==> src/rtl/bg_tile_pkg.sv <==
// Shared definitions for the tile-based background scanline generator:
// fetch states, name-entry field positions and the tile-row helpers.
package bg_tile_pkg;

    typedef enum logic [1:0] {
        IDLE = 2'd0,
        NAME = 2'd1,
        TREQ = 2'd2,
        DONE = 2'd3
    } state_e;

    localparam int CODE_LSB  = 0;
    localparam int HFLIP_BIT = 10;
    localparam int VFLIP_BIT = 11;
    localparam int PAL_LSB   = 12;

    localparam int TILE_W = 8;

    // Mirrors a tile row so the rightmost pixel becomes the first one shifted out.
    function automatic logic [TILE_W-1:0] byte_rev(input logic [TILE_W-1:0] b);
        logic [TILE_W-1:0] r;
        for (int i = 0; i < TILE_W; i++) begin
            r[i] = b[TILE_W-1-i];
        end
        return r;
    endfunction

endpackage

==> src/rtl/bg_plane_shifter.sv <==
// One bit-plane of the pixel pipeline: loads a tile row (optionally mirrored)
// and shifts it left one pixel per clock; the MSB is the current pixel.
module bg_plane_shifter
    import bg_tile_pkg::*;
(
    input  logic              clk_i,
    input  logic              rst_i,
    input  logic              load_i,
    input  logic              hflip_i,
    input  logic [TILE_W-1:0] data_i,
    output logic              msb_o
);

    logic [TILE_W-1:0] sr_q;
    logic [TILE_W-1:0] sr_d;

    always_comb begin
        if (load_i) begin
            sr_d = hflip_i ? byte_rev(data_i) : data_i;
        end else begin
            sr_d = {sr_q[TILE_W-2:0], 1'b0};
        end
    end

    // NOTE: registers take non-blocking assignments so every flop samples pre-edge values.
    always_ff @(posedge clk_i or posedge rst_i) begin
        if (rst_i) begin
            sr_q <= '0;
        end else begin
            sr_q <= sr_d;
        end
    end

    assign msb_o = sr_q[TILE_W-1];

endmodule

==> src/rtl/bg_tile_scanline_gen.sv <==
// Background tile layer: prefetches the next 8-pixel column (name entry, then
// pattern data over req/ack) and shifts out {palette, colour} per VCLK.
module bg_tile_scanline_gen
    import bg_tile_pkg::*;
#(
    parameter int PLANES = 3,
    parameter int CODE_W = 10,
    parameter int PAL_W  = 4,
    parameter int LATE_W = 8
) (
    input  logic                     VCLK,
    input  logic                     RESET,
    input  logic [8:0]               HP,
    input  logic [8:0]               VP,
    output logic [9:0]               VRAMAD,
    input  logic [15:0]              VRAMDT,
    output logic [CODE_W+2:0]        TILEAD,
    output logic                     TILE_REQ,
    input  logic                     TILE_ACK,
    input  logic [TILE_W*PLANES-1:0] TILEDT,
    output logic [PAL_W+PLANES-1:0]  OPIX,
    output logic                     OTRANS,
    output logic                     LATE,
    output logic [LATE_W-1:0]        LATE_CNT
);

    state_e                     state_q, state_d;
    logic [9:0]                 vramad_q, vramad_d;
    logic [CODE_W+2:0]          tilead_q, tilead_d;
    logic                       req_q, req_d;
    logic                       pend_hflip_q, pend_hflip_d;
    logic [PAL_W-1:0]           pend_pal_q, pend_pal_d;
    logic [TILE_W*PLANES-1:0]   pref_q, pref_d;
    logic [PAL_W-1:0]           pal_q, pal_d;
    logic                       late_q, late_d;
    logic [LATE_W-1:0]          late_cnt_q, late_cnt_d;

    logic                       load;
    logic [TILE_W*PLANES-1:0]   load_data;
    logic [PLANES-1:0]          colour;
    logic [4:0]                 next_col;
    logic                       unused_pos;

    assign next_col   = HP[7:3] + 5'd1;
    assign unused_pos = ^{HP[8], VP[8]};

    // NOTE: every always_comb output gets a default first, so no path can infer a latch.
    always_comb begin
        state_d      = state_q;
        vramad_d     = vramad_q;
        tilead_d     = tilead_q;
        req_d        = req_q;
        pend_hflip_d = pend_hflip_q;
        pend_pal_d   = pend_pal_q;
        pref_d       = pref_q;
        pal_d        = pal_q;
        late_d       = 1'b0;
        late_cnt_d   = late_cnt_q;
        load         = 1'b0;
        load_data    = '0;

        if (HP[2:0] == 3'd7) begin
            // Column boundary: whatever the fetch has reached, the next column starts now.
            load    = 1'b1;
            state_d = IDLE;
            req_d   = 1'b0;
            if (state_q == DONE) begin
                load_data = pref_q;
                pal_d     = pend_pal_q;
            end else if (state_q == TREQ && TILE_ACK) begin
                load_data = TILEDT;
                pal_d     = pend_pal_q;
            end else begin
                late_d = 1'b1;
                if (late_cnt_q != '1) begin
                    late_cnt_d = late_cnt_q + LATE_W'(1);
                end
            end
        end else begin
            case (state_q)
                IDLE: begin
                    if (HP[2:0] == 3'd0) begin
                        vramad_d = {VP[7:3], next_col};
                        state_d  = NAME;
                    end
                end
                NAME: begin
                    pend_hflip_d = VRAMDT[HFLIP_BIT];
                    pend_pal_d   = VRAMDT[PAL_LSB +: PAL_W];
                    tilead_d     = {VRAMDT[CODE_LSB +: CODE_W], VP[2:0] ^ {3{VRAMDT[VFLIP_BIT]}}};
                    req_d        = 1'b1;
                    state_d      = TREQ;
                end
                TREQ: begin
                    if (TILE_ACK) begin
                        pref_d  = TILEDT;
                        req_d   = 1'b0;
                        state_d = DONE;
                    end
                end
                DONE: begin
                end
                default: begin
                    state_d = IDLE;
                end
            endcase
        end
    end

    always_ff @(posedge VCLK or posedge RESET) begin
        if (RESET) begin
            state_q      <= IDLE;
            vramad_q     <= '0;
            tilead_q     <= '0;
            req_q        <= 1'b0;
            pend_hflip_q <= 1'b0;
            pend_pal_q   <= '0;
            pref_q       <= '0;
            pal_q        <= '0;
            late_q       <= 1'b0;
            late_cnt_q   <= '0;
        end else begin
            state_q      <= state_d;
            vramad_q     <= vramad_d;
            tilead_q     <= tilead_d;
            req_q        <= req_d;
            pend_hflip_q <= pend_hflip_d;
            pend_pal_q   <= pend_pal_d;
            pref_q       <= pref_d;
            pal_q        <= pal_d;
            late_q       <= late_d;
            late_cnt_q   <= late_cnt_d;
        end
    end

    for (genvar p = 0; p < PLANES; p++) begin : g_plane
        bg_plane_shifter u_shifter (
            .clk_i   (VCLK),
            .rst_i   (RESET),
            .load_i  (load),
            .hflip_i (pend_hflip_q),
            .data_i  (load_data[p*TILE_W +: TILE_W]),
            .msb_o   (colour[p])
        );
    end

    assign VRAMAD   = vramad_q;
    assign TILEAD   = tilead_q;
    assign TILE_REQ = req_q;
    assign OPIX     = {pal_q, colour};
    assign OTRANS   = (colour == '0);
    assign LATE     = late_q;
    assign LATE_CNT = late_cnt_q;

endmodule

==> config.mk <==
export PLATFORM = sky130hd
export DESIGN_NAME = bg_tile_scanline_gen
export DESIGN_NICKNAME = d
export VERILOG_FILES = /design/src/rtl/bg_tile_pkg.sv /design/src/rtl/bg_plane_shifter.sv /design/src/rtl/bg_tile_scanline_gen.sv
export SDC_FILE = /design/constraint.sdc
export NUM_CORES = 1
export LEC_CHECK = 0
export CELL_PAD_IN_SITES_DETAIL_PLACEMENT = 1
export CELL_PAD_IN_SITES_GLOBAL_PLACEMENT = 2
export CORE_ASPECT_RATIO = 0.75
export CORE_UTILIZATION = 37
export CTS_BUF_LIST = sky130_fd_sc_hd__clkbuf_4
export DETAILED_ROUTE_END_ITERATION = 12
export MAX_ROUTING_LAYER = met4
export PLACE_DENSITY_LB_ADDON = 0.3
export SLEW_MARGIN = 10
export SYNTH_ARGS = -nofsm -noshare
export SYNTH_HDL_FRONTEND = slang
export SYNTH_SLANG_ARGS = --single-unit
==> constraint.sdc <==
create_clock -name VCLK -period 8.7 [get_ports VCLK]
set_input_delay 1.305 -clock VCLK [delete_from_list [all_inputs] [get_ports VCLK]]
set_output_delay 1.305 -clock VCLK [all_outputs]
set_load 0.05 [all_outputs]
# Word-level counts from Yosys, hierarchy flattened
# Index checks and enable logic that the tools add are counted.
dict set report op_classes {
  add_sub_neg 2
  eq_ne 7
  muxes 22
  bitwise 4
  reduce_logical 14
}
# cell n
set ops {}
lappend ops {{2-to-1 mux 24 bit} 3}
lappend ops {{2-to-1 mux 8 bit} 6}
lappend ops {{AND reduction 3 bit} 3}
lappend ops {{adder 8 x 1 -> 8 bit (second input constant)} 1}
lappend ops {{2-to-1 mux 4 bit} 2}
lappend ops {{inequality test 8 bit (second input constant)} 1}
lappend ops {{logical NOT 3 bit} 2}
lappend ops {{2-to-1 mux 1 bit} 6}
lappend ops {{2-to-1 mux 2 bit} 3}
lappend ops {{inequality test 3 bit (second input constant)} 2}
lappend ops {{one-hot mux 2 bit (3 select lines)} 1}
lappend ops {{AND reduction 2 bit} 3}
lappend ops {{adder 5 x 1 -> 5 bit (second input constant)} 1}
lappend ops {{== test 2 bit (second input constant)} 2}
lappend ops {{AND reduction 4 bit} 1}
lappend ops {{nonzero test 4 bit} 1}
lappend ops {{== test 3 bit (second input constant)} 1}
lappend ops {{inverter 1 bit} 3}
lappend ops {{nonzero test 3 bit} 1}
lappend ops {{bitwise XOR 3 bit} 1}
lappend ops {{== test 2 x 1 -> 1 bit (second input constant)} 1}
lappend ops {{logical NOT 2 bit} 1}
lappend ops {{one-hot mux 1 bit (2 select lines)} 1}
lappend ops {{nonzero test 2 bit} 1}
lappend ops {{logical AND 1 bit} 1}
dict set report totals {
  reg_bits 92
  inputBits 61
  out_inout_bits 41
  wordCells 62
}

# Depth between registers and ports, before layout
dict set report logic_depth {
  depth_word 7
  depth_mapped 8
  ltp_nobuf 6
}

# Hierarchy
# Synthesis repeated with hierarchy kept, for this count alone.
dict set report hier_totals {
  cells_unflattened 358
  hier_area_um2 4374.2
}
# mod n_inst cells_each area_per_inst_um2 seq_area_each_um2
set by_module_without_submodules {}
lappend by_module_without_submodules {bg_tile_scanline_gen 1 256 3251.9 1701.6}
lappend by_module_without_submodules {bg_plane_shifter 3 34 374.1 200.2}

# Worst setup path before layout
# OpenSTA, ideal clock, no wires.
dict set report synth_timing {
  path_type {register to output}
  startpoint {register g_plane[1].u_shifter.sr_q[7]}
  endpoint {output port OTRANS}
  arrival_ps 1455
  required_time_ps 7395
  setup_slack_ps 5940
  path_stages_with_launch 2
  path_buffers 0
  path_cell_list {dfrtp_1 -> nor3_1}
}
dict set report synth_via {
  elab_chain_cells 1
}
# item line
set synth_rtl {}
lappend synth_rtl {{start: declaration} bg_plane_shifter.sv:14} ;# logic [TILE_W-1:0] sr_q;
lappend synth_rtl {{start signal: assignment} bg_plane_shifter.sv:30} ;# sr_q <= sr_d;
lappend synth_rtl {{logical NOT 3 bit} bg_tile_scanline_gen.sv:151} ;# assign OTRANS = (colour == '0);
lappend synth_rtl {{end: declaration} bg_tile_scanline_gen.sv:22} ;# output logic OTRANS,
# Every way passes these cells.

# Worst setup path after layout
dict set report layout_timing {
  startpoint {input port HP[2]}
  endpoint {register tilead_q[7] (netlist: TILEAD[7])}
}
dict set report layout_via {
  elab_chain_cells 3
}
# item line
set layout_rtl {}
lappend layout_rtl {{start: declaration} bg_tile_scanline_gen.sv:13} ;# input logic [8:0] HP,
lappend layout_rtl {{== test 3 bit} bg_tile_scanline_gen.sv:62} ;# if (HP[2:0] == 3'd7) begin
lappend layout_rtl {{inverter 1 bit (no line)} -}
lappend layout_rtl {{AND reduction 2 bit (no line)} -}
lappend layout_rtl {{end signal: assignment} bg_tile_scanline_gen.sv:125} ;# tilead_q <= tilead_d;
lappend layout_rtl {{end: declaration} bg_tile_scanline_gen.sv:29} ;# logic [CODE_W+2:0] tilead_q, tilead_d;
# Every way passes these cells.
# A chain may end at the register's enable or synchronous reset.

==> impl_metrics.tcl <==
set metrics [dict create \
    cp-start-kind "input pin" \
    hold_violations 0 \
    max_slew.worst_pin.slew_ns 1.23 \
    dr_total_vias 2948 \
    grt_pass1_vias 3168 \
    insertion_delay_ns 0.45 \
    die_h_um 97.8 \
    ctsHtreeMaxLevel 3 \
    synthFlopType "dfrtp_1" \
    synth-seq-area-share_pct 50.9 \
    drv_slew 0 \
    synth_fa_ha_area_share_pct 1.94 \
    detail_route.wirelength_um 9900 \
    root_buffer "clkbuf_4" \
    place.port_buffers 99 \
    syn-instance-count 350 \
    combPwrFrac_pct 51.6 \
    rows 34 \
    async_reset_ff_share_pct 100 \
    power_frac_seq_pct 36.2 \
    n_fill_cell 1235 \
    dp_hpwl_um 6720 \
    synth_area_leaders "dfrtp_1, mux2_2, mux2_4" \
    grt_pass1_wl_um 16400 \
    cts_buffers 9 \
    p_switching_uw 858 \
    finalNetCount 505 \
    crit_slowest_cell "nand2_1" \
    ys_warn_count 0 \
    period_share_pct 37.8 \
    cts_tree "done" \
    via_per_inst 4.88 \
    ys_ff_latch 92 \
    cts_hold_buf 0 \
    globalRouteTotalUtil_pct 17.4 \
    grt_max_degree 62 \
    grt_overflow 0 \
    ios 102 \
    period_minus_slack_ns 3.29 \
    gp_congestion 0.721 \
    fin_total_pwr_uw 2000 \
    crit_path_end_kind "register" \
    crit_fanout 26 \
    hp-class "register to register" \
    yosys.area_share.simple_pct 9.32 \
    crit_chain "clkdlybuf4s50_1, nand3_2, nand2_1, mux2_2" \
    synth_compound_area_share_pct 8.19 \
    clock_sink_count 92 \
    die-area_mm2 0.0127 \
    cts-resized-gates 0 \
    clkPwrFrac_pct 12.1 \
    synth.top_cell.area_share_pct 50.9 \
    max-vdd-ir-drop_mv 0.192 \
    synth_edf_count 0 \
    cts_setup_buffers 0 \
    setup_violations 0 \
    synth_area_mm2 0.00452 \
    relSlewSlack_pct 18.2 \
    drc_errors 0 \
    synth_cell_types 38 \
    clk_pin_slew_ns 0.15 \
    first_pass_iters 4 \
    synth-xor-area-share_pct 1.74 \
    crit_required_ns 9.05 \
    wire_per_inst_um 16.4 \
    status "finished, final reports clean" \
    arrival_ns 3.64 \
    postSynthAreaPerCell_um2 12.9 \
    antenna_left 0 \
    cpPeakStageDelay_ns 0.87 \
    leakagePower_uw 0.00239 \
    p_int_uw 1140 \
    p_sw_share_pct 42.9 \
    syn2layout_area_growth_pct 25.6 \
    drive_gt1_share_pct 22.9 \
    timing.fmax_ghz 0.304 \
    antenna_found_initial 0 \
    cellPowerDensity_mw_per_mm2 352 \
    start_util_pct 38.5 \
    antenna_cells 0 \
    die_w_um 130 \
    cts_buffer_depth 2 \
    core_mm2 0.0117 \
    muxShareOfSynthArea_pct 23.2 \
    synth_largest_area_cell "dfrtp_1" \
    finClkSkew_ns 0.0177 \
    fin_tns_setup_ns 0 \
    drv_cap 0 \
    crit_type "input pin to register" \
    synth_top_family_by_area "multiplexers" \
    drt_iter0_drc 116 \
    rsz0062_at_grt "no" \
    synth_nets 418 \
]
[worst paths after layout]
path	from	to	depth (start not counted)	slack [ns]
max	HP[2]	TILEAD[7]	4	5.41
min	g_plane[2].u_shifter.sr_q[3]	g_plane[2].u_shifter.sr_q[4]	2	0.47
max reg2reg	state_q[0]	g_plane[1].u_shifter.sr_q[6]	5	6.35
min reg2reg	g_plane[2].u_shifter.sr_q[3]	g_plane[2].u_shifter.sr_q[4]	2	0.47
max in group asynchronous	RESET	VRAMAD[1]	3	6.32
min in group asynchronous	RESET	pend_pal_q[3]	2	1.20
[metrics by stage]
stage                     utilization [%]  setup slack, ns  instance area [µm²]  hold WS, ns  std cells
after floorplan                         -             5.00                 4520        0.426        350
after global placement               47.2             4.94                 5540        0.438        588
after detailed placement             47.2             4.89                 5540        0.452        588
after CTS                            48.4             5.40                 5680        0.473        604
after global routing                 48.4             5.27                 5680        0.492        604
final                                48.4             5.41                 5680        0.469        604
[routing by layer]
layer	wire length (µm)	up-vias	part of all wire (%)	GRT usage (%)
met5	0	-	0	-
met3	461	5	4.7	5.59
met2	4430	55	45	25.4
li1	-	1402	-	-
met4	41	0	0.41	3.22
met1	4970	1486	50	23.9
[layout make-up]
cell class	count	area, µm²	area share (%)
clock buffers	9	67.6	1.19
clock inverters	7	73.8	1.30
inverters	7	27.5	0.485
multi-input cells	227	2010	35.4
flip-flops and latches	92	2300	40.5
well taps	162	203	3.57
repair buffers	100	998	17.6
[state kept, by name, summed over array words and instances (netlist names)]
name and cells:
pend_pal_q 4, TILE_REQ 1, LATE_CNT 8, VRAMAD 10, TILEAD 13, state_q 2, LATE 1, g_plane.u_shifter.sr_q 24
pref_q 24, pend_hflip_q 1, pal_q 4
[synth_stat cells (5+ instances only)]
cell type	number
buf_2	8
o21ai_0	5
o21ai_1	8
a21oi_1	5
dfrtp_1	92
nor2_1	11
nand2_1	14
mux2i_1	15
buf_4	7
mux2_2	53
xnor2_1	6
mux2_4	20
inv_1	7
a22oi_1	22
ha_1	7
nand3_1	5
nor2b_1	27
[critical path, delay by kind of cell]
family | cells | cell delay, ns
multiplexers | 1 | 0.42
AND/OR/NAND/NOR | 2 | 1.39
buffers and inverters | 1 | 0.51
[power groups by stage]
stage          clock network [µW]  registers (µW)  logic, µW
2_1_floorplan                   0             952        540
3_3_place_gp                    0             722       1020
3_5_place_dp                    0             734       1040
4_1_cts                       257             725       1040
5_1_grt                       273             750       1100
6_report                      243             725       1030
[placed cells by master, fill, tap and decap left out, types with 2 or more instances in the layout]
cell / netlist / final
nor2_1: 11 / 11
nand3_1: 5 / 5
and2_4: 2 / 2
mux2_4: 20 / 20
clkbuf_4: 0 / 9
xnor2_1: 6 / 6
ha_1: 7 / 6
xor2_1: 3 / 3
inv_6: 0 / 3
a22oi_2: 2 / 2
clkdlybuf4s50_1: 0 / 99
a21oi_1: 5 / 5
nor3_1: 2 / 2
and3_1: 3 / 3
dfrtp_1: 92 / 92
mux2_2: 53 / 53
nand2_1: 14 / 14
nand4_1: 2 / 2
mux2i_1: 15 / 15
o21ai_1: 8 / 8
inv_1: 7 / 6
nor2b_1: 27 / 27
clkinv_2: 0 / 2
o21ai_0: 5 / 5
a22oi_1: 22 / 22
a211oi_1: 4 / 4
[logic make-up (layout without fill, tap and decap cells)]
kind of cell    after synthesis  after routing
flops                        92             92
mux                          88             88
simple gates                 74             74
compound gates               49             49
buf+inv                      31            123
xor+xnor                      9              9
fa+ha+maj                     7              7
Power figures use the tool's default switching activity.
